--- config.mk ---
export PLATFORM = sky130hd
export DESIGN_NAME = vga_timing_gen
export DESIGN_NICKNAME = d
export VERILOG_FILES = /design/src/rtl/vga_timing_gen.sv
export SDC_FILE = /design/constraint.sdc
export NUM_CORES = 1
export LEC_CHECK = 0
export ABC_CLOCK_PERIOD_IN_PS = 2900
export CORE_MARGIN = 2
export CORE_UTILIZATION = 53
export CTS_BUF_LIST = sky130_fd_sc_hd__clkbuf_4
export CTS_CLUSTER_DIAMETER = 200
export DETAILED_ROUTE_END_ITERATION = 16
export GPL_ROUTABILITY_DRIVEN = 1
export MAX_ROUTING_LAYER = met4
export PLACE_DENSITY = 0.81
export SLEW_MARGIN = 20
export SYNTH_ARGS = -nofsm -noshare
export SYNTH_HDL_FRONTEND = slang
export SYNTH_SLANG_ARGS = --single-unit
--- constraint.sdc ---
create_clock -name clk -period 2.9 [get_ports clk]
set_clock_uncertainty 0.05 [all_clocks]
set_input_delay 0.29 -clock clk [delete_from_list [all_inputs] [get_ports clk]]
set_output_delay 0.29 -clock clk [all_outputs]
set_load 0.02 [all_outputs]
--- src/rtl/vga_timing_gen.sv ---
// VGA raster timing generator: pixel-rate divider, h/v counters,
// registered active-low syncs and bright gate, frame strobe, and a
// pixel-tick delay line that aligns sync/bright with registered ROM data.
module vga_timing_gen #(
  parameter int unsigned CLK_DIV  = 4,
  parameter int unsigned H_SYNC   = 96,
  parameter int unsigned H_BP     = 48,
  parameter int unsigned H_ACTIVE = 640,
  parameter int unsigned H_TOTAL  = 800,
  parameter int unsigned V_SYNC   = 2,
  parameter int unsigned V_BP     = 33,
  parameter int unsigned V_ACTIVE = 480,
  parameter int unsigned V_TOTAL  = 525,
  parameter int unsigned DELAY    = 1
) (
  input  logic       clk,
  input  logic       rst,
  output logic       pixel_tick,
  output logic [9:0] hCount,
  output logic [9:0] vCount,
  output logic       bright,
  output logic       hSync,
  output logic       vSync,
  output logic       frame_tick,
  output logic       bright_d,
  output logic       hSync_d,
  output logic       vSync_d
);

  localparam int unsigned DW = (CLK_DIV > 1) ? $clog2(CLK_DIV) : 1;
  localparam logic [DW-1:0] DIV_LAST = DW'(CLK_DIV - 1);
  localparam logic [9:0] H_LAST      = 10'(H_TOTAL - 1);
  localparam logic [9:0] V_LAST      = 10'(V_TOTAL - 1);
  localparam logic [9:0] H_SYNC_END  = 10'(H_SYNC);
  localparam logic [9:0] V_SYNC_END  = 10'(V_SYNC);
  localparam logic [9:0] H_ACT_FIRST = 10'(H_SYNC + H_BP);
  localparam logic [9:0] H_ACT_LAST  = 10'(H_SYNC + H_BP + H_ACTIVE - 1);
  localparam logic [9:0] V_ACT_FIRST = 10'(V_SYNC + V_BP);
  localparam logic [9:0] V_ACT_LAST  = 10'(V_SYNC + V_BP + V_ACTIVE - 1);

  logic [DW-1:0] div_cnt;
  logic [9:0]    h_nxt;
  logic [9:0]    v_nxt;
  logic          frame_wrap;

  assign pixel_tick = (div_cnt == DIV_LAST);

  // Pixel-rate divider: counts 0..CLK_DIV-1 and wraps.
  always_ff @(posedge clk) begin
    if (rst) begin
      div_cnt <= '0;
    end else if (pixel_tick) begin
      div_cnt <= '0;
    end else begin
      div_cnt <= div_cnt + DW'(1);
    end
  end

  // Next counter values; equality compares so a wrap can never be skipped.
  always_comb begin
    h_nxt      = hCount;
    v_nxt      = vCount;
    frame_wrap = 1'b0;
    if (pixel_tick) begin
      if (hCount == H_LAST) begin
        h_nxt = '0;
        if (vCount == V_LAST) begin
          v_nxt      = '0;
          frame_wrap = 1'b1;
        end else begin
          v_nxt = vCount + 10'd1;
        end
      end else begin
        h_nxt = hCount + 10'd1;
      end
    end
  end

  // Counters plus syncs/bright decoded from the next counter values, so all
  // of them switch on the same edge without a combinational output path.
  always_ff @(posedge clk) begin
    if (rst) begin
      hCount     <= '0;
      vCount     <= '0;
      hSync      <= 1'b0;
      vSync      <= 1'b0;
      bright     <= 1'b0;
      frame_tick <= 1'b0;
    end else begin
      hCount     <= h_nxt;
      vCount     <= v_nxt;
      hSync      <= (h_nxt >= H_SYNC_END);
      vSync      <= (v_nxt >= V_SYNC_END);
      bright     <= (h_nxt >= H_ACT_FIRST) && (h_nxt <= H_ACT_LAST) &&
                    (v_nxt >= V_ACT_FIRST) && (v_nxt <= V_ACT_LAST);
      frame_tick <= frame_wrap;
    end
  end

  generate
    if (DELAY == 0) begin : g_nodelay
      assign hSync_d  = hSync;
      assign vSync_d  = vSync;
      assign bright_d = bright;
    end else begin : g_delay
      // Each stage holds {hSync, vSync, bright}; reset state matches (0,0).
      logic [2:0] dly [DELAY];

      // Delay line advanced once per pixel.
      always_ff @(posedge clk) begin
        if (rst) begin
          for (int unsigned i = 0; i < DELAY; i++) dly[i] <= '0;
        end else if (pixel_tick) begin
          dly[0] <= {hSync, vSync, bright};
          for (int unsigned i = 1; i < DELAY; i++) dly[i] <= dly[i-1];
        end
      end

      assign {hSync_d, vSync_d, bright_d} = dly[DELAY-1];
    end
  endgenerate

endmodule

==> impl_metrics.py, run 1 <==
metrics = {
    "clock_network": {
        "clock_latency_ns": 0.34,
        "cts_tree": "yes",
        "cts.sinks": 29,
        "cts_buffers": 5,
        "htreeDepth": 2,
        "cts-root-buf": "clkbuf_4",
        "cts_max_path_buffers": 2,
        "clkTransAtPathRegs_ns": 0.09,
    },
    "placed_design": {
        "gp_congestion": 0.978,
        "placement.io_buffers": 29,
        "place_area_mm2": 0.00187,
        "hpwl_mm": 2.88,
        "dp_slack_ns": 0.245,
    },
    "logic_synthesis": {
        "synth_cell_types": 44,
        "ys_seq_area_share_pct": 39.6,
        "ys_warn_count": 0,
        "netlist_top_cells_area": "dfxtp_1 (34%), nor2_1 (6.1%), edfxtp_1 (5.8%), nand4_1 (3.7%), ha_1 (3.2%)",
        "ys.flop_type": "dfxtp_1",
        "synth_edf_count": 3,
        "ys_ff_latch": 29,
        "synthesis.area_mm2": 0.00154,
        "postSynthAreaPerCell_um2": 8.33,
        "yosys.area.top_type": "dfxtp_1",
        "syn_nets": 191,
        "yosysMostFrequentCell": "dfxtp_1",
        "yosys.area.top_type_share_pct": 33.8,
        "synthCells": 185,
        "synth_top_cells_by_count": "dfxtp_1 (26), nor2_1 (25), nand2_1 (12)",
        "synthArstFlopShare_pct": 0,
    },
    "worst_hold_path": {
        "hp-start": "div_cnt[0]",
        "holdPathEnd": "div_cnt[0]",
        "min_path_cells": 1,
        "hp-class": "register to register",
    },
    "power_and_ir_drop": {
        "power.density_mw_per_mm2": 399,
        "vdd_drop_max_uv": 376,
        "cellLeakagePower_uw": 0.000683,
        "p_total_uw": 781,
    },
    "layout": {
        "multi_input_area_um2": 875,
        "fin_util_pct": 71.0,
        "drive_gt1_share_pct": 9.17,
        "fillerInstances": 230,
        "antenna_cells": 0,
        "layout.nets": 223,
        "fin_area_mm2": 0.00196,
        "register_area_um2": 611,
        "syn_to_final_growth_pct": 27.1,
    },
    "floorplanning": {
        "die-area_mm2": 0.00335,
        "io_pins": 30,
        "die_h_um": 57.9,
        "rows": 19,
        "start_util_pct": 55.9,
        "die_x_um": 57.9,
        "core_area_mm2": 0.00276,
    },
    "worst_setup_path": {
        "reg2reg_slack_ns": 0.23,
        "slowest_stage": "or3_4",
        "path_cells": "ha_1 -> nand4_1 -> or3_4 -> o31a_1 -> o21a_1 -> or3_1 -> a311oi_2",
        "cp.depth": 7,
        "end_kind": "register",
        "arrival_ns": 2.88,
        "critPathTopFamily": "simple AND/OR/NAND/NOR gates",
        "rr_startpoint": "hCount[0]",
        "crit_fanout": 7,
        "r2r_cells": 7,
        "crit_buf_inv": 0,
        "rr_endpoint": "bright",
        "setup.worst_path.start_class": "register",
        "crit_type": "register to register",
        "slowest_delay_ns": 0.48,
        "worstPathRequired_ns": 3.11,
        "cp-startpoint": "hCount[0]",
    },
    "timing": {
        "hold_viol": 0,
        "timing.final.ws_setup_ns": 0.229,
        "max_freq_mhz": 374,
        "setup_tns_ns": 0,
        "slew_headroom_pct": 68.1,
        "rsz0062_at_grt": "false",
        "finalSetupViolations": 0,
        "period_share_pct": 92.1,
        "slew_violations": 0,
        "period_minus_slack_ns": 2.67,
        "tightest_slew_ns": 0.474,
    },
    "grt": {
        "grt_start_max_net_pins": 25,
        "grt_util_all_layers_pct": 27.1,
        "antenna_found_initial": 0,
        "grt_pass1_wl_mm": 6.67,
        "grt_pass1_vias": 1485,
        "grt.overflow.total": 0,
    },
    "routing": {
        "avgRoutedWirePerCell_um": 16.2,
        "vias": 1560,
        "drt.antenna.violating_nets": 0,
        "drc_errors": 0,
        "vias_per_cell": 6.27,
        "drt_iter0_drc": 48,
        "drt_first_pass_iters": 4,
        "routed_wl_mm": 4.05,
    },
    "flow_run": {
        "cap_viol_max_count": 0,
    },
    "status": {
        "outcome": "completed",
    },
}
-- layout make-up --
type / count / area share, %
repair buffers: 35 / 17.1
inverters: 5 / 0.959
well taps: 31 / 1.98
clock buffers: 6 / 2.30
flip-flops and latches: 29 / 31.2
clock inverters: 2 / 1.73
multi-input cells: 141 / 44.7
-- how the worst max path moves through the flow --
stage	endpoint	slack, ns
after floorplan	bright	0.36
after global placement	bright	0.40
after detailed placement	bright	0.24
after CTS	bright	0.21
after global routing	bright	0.07
final	bright	0.23
-- timing repair --
item | CTS | global route
gates resized for setup | 0 | 1
hold buffers | 0 | 0
buffers inserted | 0 | 0
endpoints found under the setup margin | 0 | 1
-- per-layer routing --
layer,global-route usage [%],wire length (um)
met5,-,0
met4,13.0,147
met3,6.92,311
met2,42.0,1930
met1,32.8,1660
-- placed cells by master, fill, tap and decap left out, drive strengths merged, types with 2 or more instances in the layout --
master | Yosys | final
nor3 | 10 | 10
inv | 5 | 5
mux2i | 2 | 2
xor2 | 5 | 5
o211ai | 2 | 2
and2 | 3 | 3
o21a | 3 | 3
or4 | 3 | 3
buf | 2 | 6
nand3 | 7 | 7
xnor2 | 3 | 3
nand2 | 13 | 13
nand2b | 2 | 2
a21oi | 8 | 8
o31a | 3 | 3
o211a | 2 | 2
dfxtp | 26 | 26
edfxtp | 3 | 3
clkdlybuf4s50 | 0 | 29
ha | 4 | 4
clkbuf | 8 | 6
and3 | 4 | 4
nor4 | 6 | 6
or3 | 5 | 5
o21ai | 8 | 8
nor2 | 25 | 25
nand4 | 9 | 9
-- power by group --
group / internal, uW / switching (uW) / total, uW
Combinational: 14.9 / 22.8 / 37.8
Clock: 189 / 140 / 329
Sequential: 411 / 3.64 / 415
Total: 615 / 167 / 781
-- sequential cells by signal, indices dropped and copies added (netlist names) --
name	count
hCount	10
vCount	10
hSync	1
div_cnt	2
g_delay.dly	3
frame_tick	1
vSync	1
bright	1
-- cell families (layout without fill, tap and decap cells) --
family / Yosys count / in the layout / synth area share, %
and+or+nand+nor: 90 / 90 / 30.5
buffers and inverters: 15 / 48 / 3.82
AOI/OAI and AO/OA: 37 / 37 / 17.0
xor gates and xnor gates: 8 / 8 / 4.55
adders and majority gates: 4 / 4 / 3.25
muxes: 2 / 2 / 1.30
DFF: 29 / 29 / 39.6
-- stage by stage --
| stage | hold WS [ns] | instances |
|---|---|---|
| CTS | 0.384 | 249 |
| floorplan | 0.308 | 185 |
| finish | 0.380 | 249 |
| global placement | 0.360 | 241 |
| detailed placement | 0.371 | 241 |
| global route | 0.406 | 249 |
Note: power is estimated with default switching activity, not from simulation.
==> run 2: changes to the inputs <==
--- a/config.mk
+++ b/config.mk
@@ -7,13 +7,14 @@
 export LEC_CHECK = 0
 export ABC_CLOCK_PERIOD_IN_PS = 2900
 export CORE_MARGIN = 2
-export CORE_UTILIZATION = 53
+export CORE_UTILIZATION = 61
 export CTS_BUF_LIST = sky130_fd_sc_hd__clkbuf_4
 export CTS_CLUSTER_DIAMETER = 200
 export DETAILED_ROUTE_END_ITERATION = 16
+export DONT_BUFFER_PORTS = 1
 export GPL_ROUTABILITY_DRIVEN = 1
 export MAX_ROUTING_LAYER = met4
-export PLACE_DENSITY = 0.81
+export PLACE_DENSITY = 0.77
 export SLEW_MARGIN = 20
 export SYNTH_ARGS = -nofsm -noshare
 export SYNTH_HDL_FRONTEND = slang
==> run 2 against run 1 <==
  * Largest cell class unchanged
  * Largest power group unchanged
  * Global-route usage grew 3.2 points
  * Final area shrank 13%
  * Routed wire length shrank 5.6%
  * Cell count shrank 8.8%
  * Critical path depth shrank 1
  * Clock-buffer cell count shrank 1
  * Die area shrank 12%
  * Clock power shrank 31%
  * Via count shrank 6.8%
  * Power shrank 14%
  * Flip-flop and latch count is the same
  * Sequential power is essentially flat
==> impl_metrics.py, run 2 (same netlist as run 1, synthesis figures left out) <==
metrics = {
    "worst_setup_path": {
        "setup.worst_path.start_class": "register",
        "arrival_ns": 2.79,
        "path_cells": "or3_1 -> or4_1 -> o21bai_1 -> a32oi_1 -> a211o_1 -> a311oi_2",
        "end_kind": "register",
        "slowest_delay_ns": 0.63,
        "crit_type": "register to register",
        "r2r_cells": 6,
        "crit_fanout": 11,
        "slowest_stage": "or4_1",
        "worstPathRequired_ns": 3.10,
    },
    "timing": {
        "hold_viol": 0,
        "slew_violations": 0,
        "period_minus_slack_ns": 2.59,
        "slew_headroom_pct": 39.4,
        "timing.final.ws_setup_ns": 0.308,
        "period_share_pct": 89.4,
        "setup_tns_ns": 0,
        "rsz0062_at_grt": "false",
        "finalSetupViolations": 0,
        "holdWs_ns": 0.153,
        "max_freq_mhz": 386,
        "tightest_slew_ns": 0.906,
    },
    "placed_design": {
        "gp_congestion": 0.898,
        "placement.io_buffers": 0,
        "dp.cells": 218,
        "dp_slack_ns": 0.363,
        "hpwl_mm": 2.79,
    },
    "worst_hold_path": {
        "min_path_cells": 2,
        "hp-class": "primary input to register",
    },
    "clock_network": {
        "cts_buffers": 5,
        "cts_tree": "yes",
        "cts_max_path_buffers": 2,
        "hold_buffers": 1,
        "cts.sinks": 29,
        "htreeDepth": 2,
        "clkTransAtPathRegs_ns": 0.09,
        "cts-root-buf": "clkbuf_4",
        "cts_setup_buffers": 0,
        "cts_resized": 0,
        "clock_latency_ns": 0.33,
    },
    "grt": {
        "grt_start_max_net_pins": 24,
        "grt_util_all_layers_pct": 30.3,
        "grt_pass1_wl_mm": 6.08,
        "antenna_found_initial": 0,
        "grt_pass1_vias": 1278,
        "grt.overflow.total": 0,
    },
    "routing": {
        "drt.antenna.violating_nets": 0,
        "drc_errors": 0,
        "avgRoutedWirePerCell_um": 16.8,
        "drt_first_pass_iters": 4,
        "drt_iter0_drc": 51,
        "vias": 1454,
        "routed_wl_mm": 3.82,
        "vias_per_cell": 6.41,
    },
    "flow_run": {
        "cap_viol_max_count": 0,
    },
    "floorplanning": {
        "core_area_mm2": 0.00243,
        "rows": 18,
        "die_x_um": 54.3,
        "start_util_pct": 63.3,
        "die_h_um": 54.3,
        "die-area_mm2": 0.00294,
        "io_pins": 30,
    },
    "layout": {
        "layout.nets": 202,
        "drive_gt1_share_pct": 12.7,
        "antenna_cells": 0,
        "reg.largest.list": "hCount (10), vCount (10), g_delay.dly (3)",
        "syn_to_final_growth_pct": 10.1,
        "multi_input_area_um2": 871,
        "most-common-layout-cells": "dfxtp_1 (26), nor2_1 (25), buf_4 (13)",
        "final_common_cell": "dfxtp_1",
        "register_area_um2": 611,
        "fin_util_pct": 69.7,
        "fillerInstances": 208,
        "fin_cells": 227,
    },
    "power_and_ir_drop": {
        "vdd_drop_max_uv": 443,
        "cellLeakagePower_uw": 0.000611,
        "power.density_mw_per_mm2": 397,
    },
    "status": {
        "outcome": "completed",
    },
}
[run 2: cell types whose count changed in the layout (fill, tap and decap cells not counted)]
cell             change
bufinv_16            -1
clkdlybuf4s50_1     -29
clkinv_1             +1
dlygate4sd3_1        +1
or4_1                +1
or4_4                -1
clkbuf_4             -1
clkinv_2             +1
buf_4                +7
[run 2: power breakdown]
part / total (uW) / internal, uW / switching, uW
clock network: 228 / 87.4 / 140
registers: 418 / 412 / 5.95
logic: 28.0 / 8.42 / 19.6
[run 2: stage by stage]
stage,total power (uW),area [um2]
final,673,1700
after global routing,694,1700
after global placement,447,1640
after CTS,677,1700
after detailed placement,449,1640
after floorplan,445,1540
[run 2: critical path, delay by kind of cell, from the launching register on]
| kind | cells | cell delay (ns) |
|---|---|---|
| and+or+nand+nor | 2 | 1.14 |
| AOI/OAI and AO/OA | 4 | 0.89 |
| DFF | 1 | 0.43 |
[run 2: metal layers]
metal	vias up	GRT usage, %	wire length (um)
met1	663	38.3	1640
met2	71	43.0	1690
li1	705	-	-
met4	0	17.1	152
met3	15	8.74	335
met5	-	-	0
[run 2: path summary, 6_finish.rpt]
path | startpoint | end | slack [ns]
setup / recovery | hCount[5] | bright | 0.31
hold / removal | rst | hCount[8] | 0.15
setup reg to reg | hCount[5] | bright | 0.31
hold reg to reg | div_cnt[0] | div_cnt[0] | 0.39
[run 2: layout make-up]
class                   count  share of cell area, %
multi-input cells         141                   51.4
flip-flops and latches     29                   36.0
repair buffers             14                   6.35
clock buffers               5                   2.21
well taps                  30                   2.21
inverters                   5                   1.11
clock inverters             3                  0.738
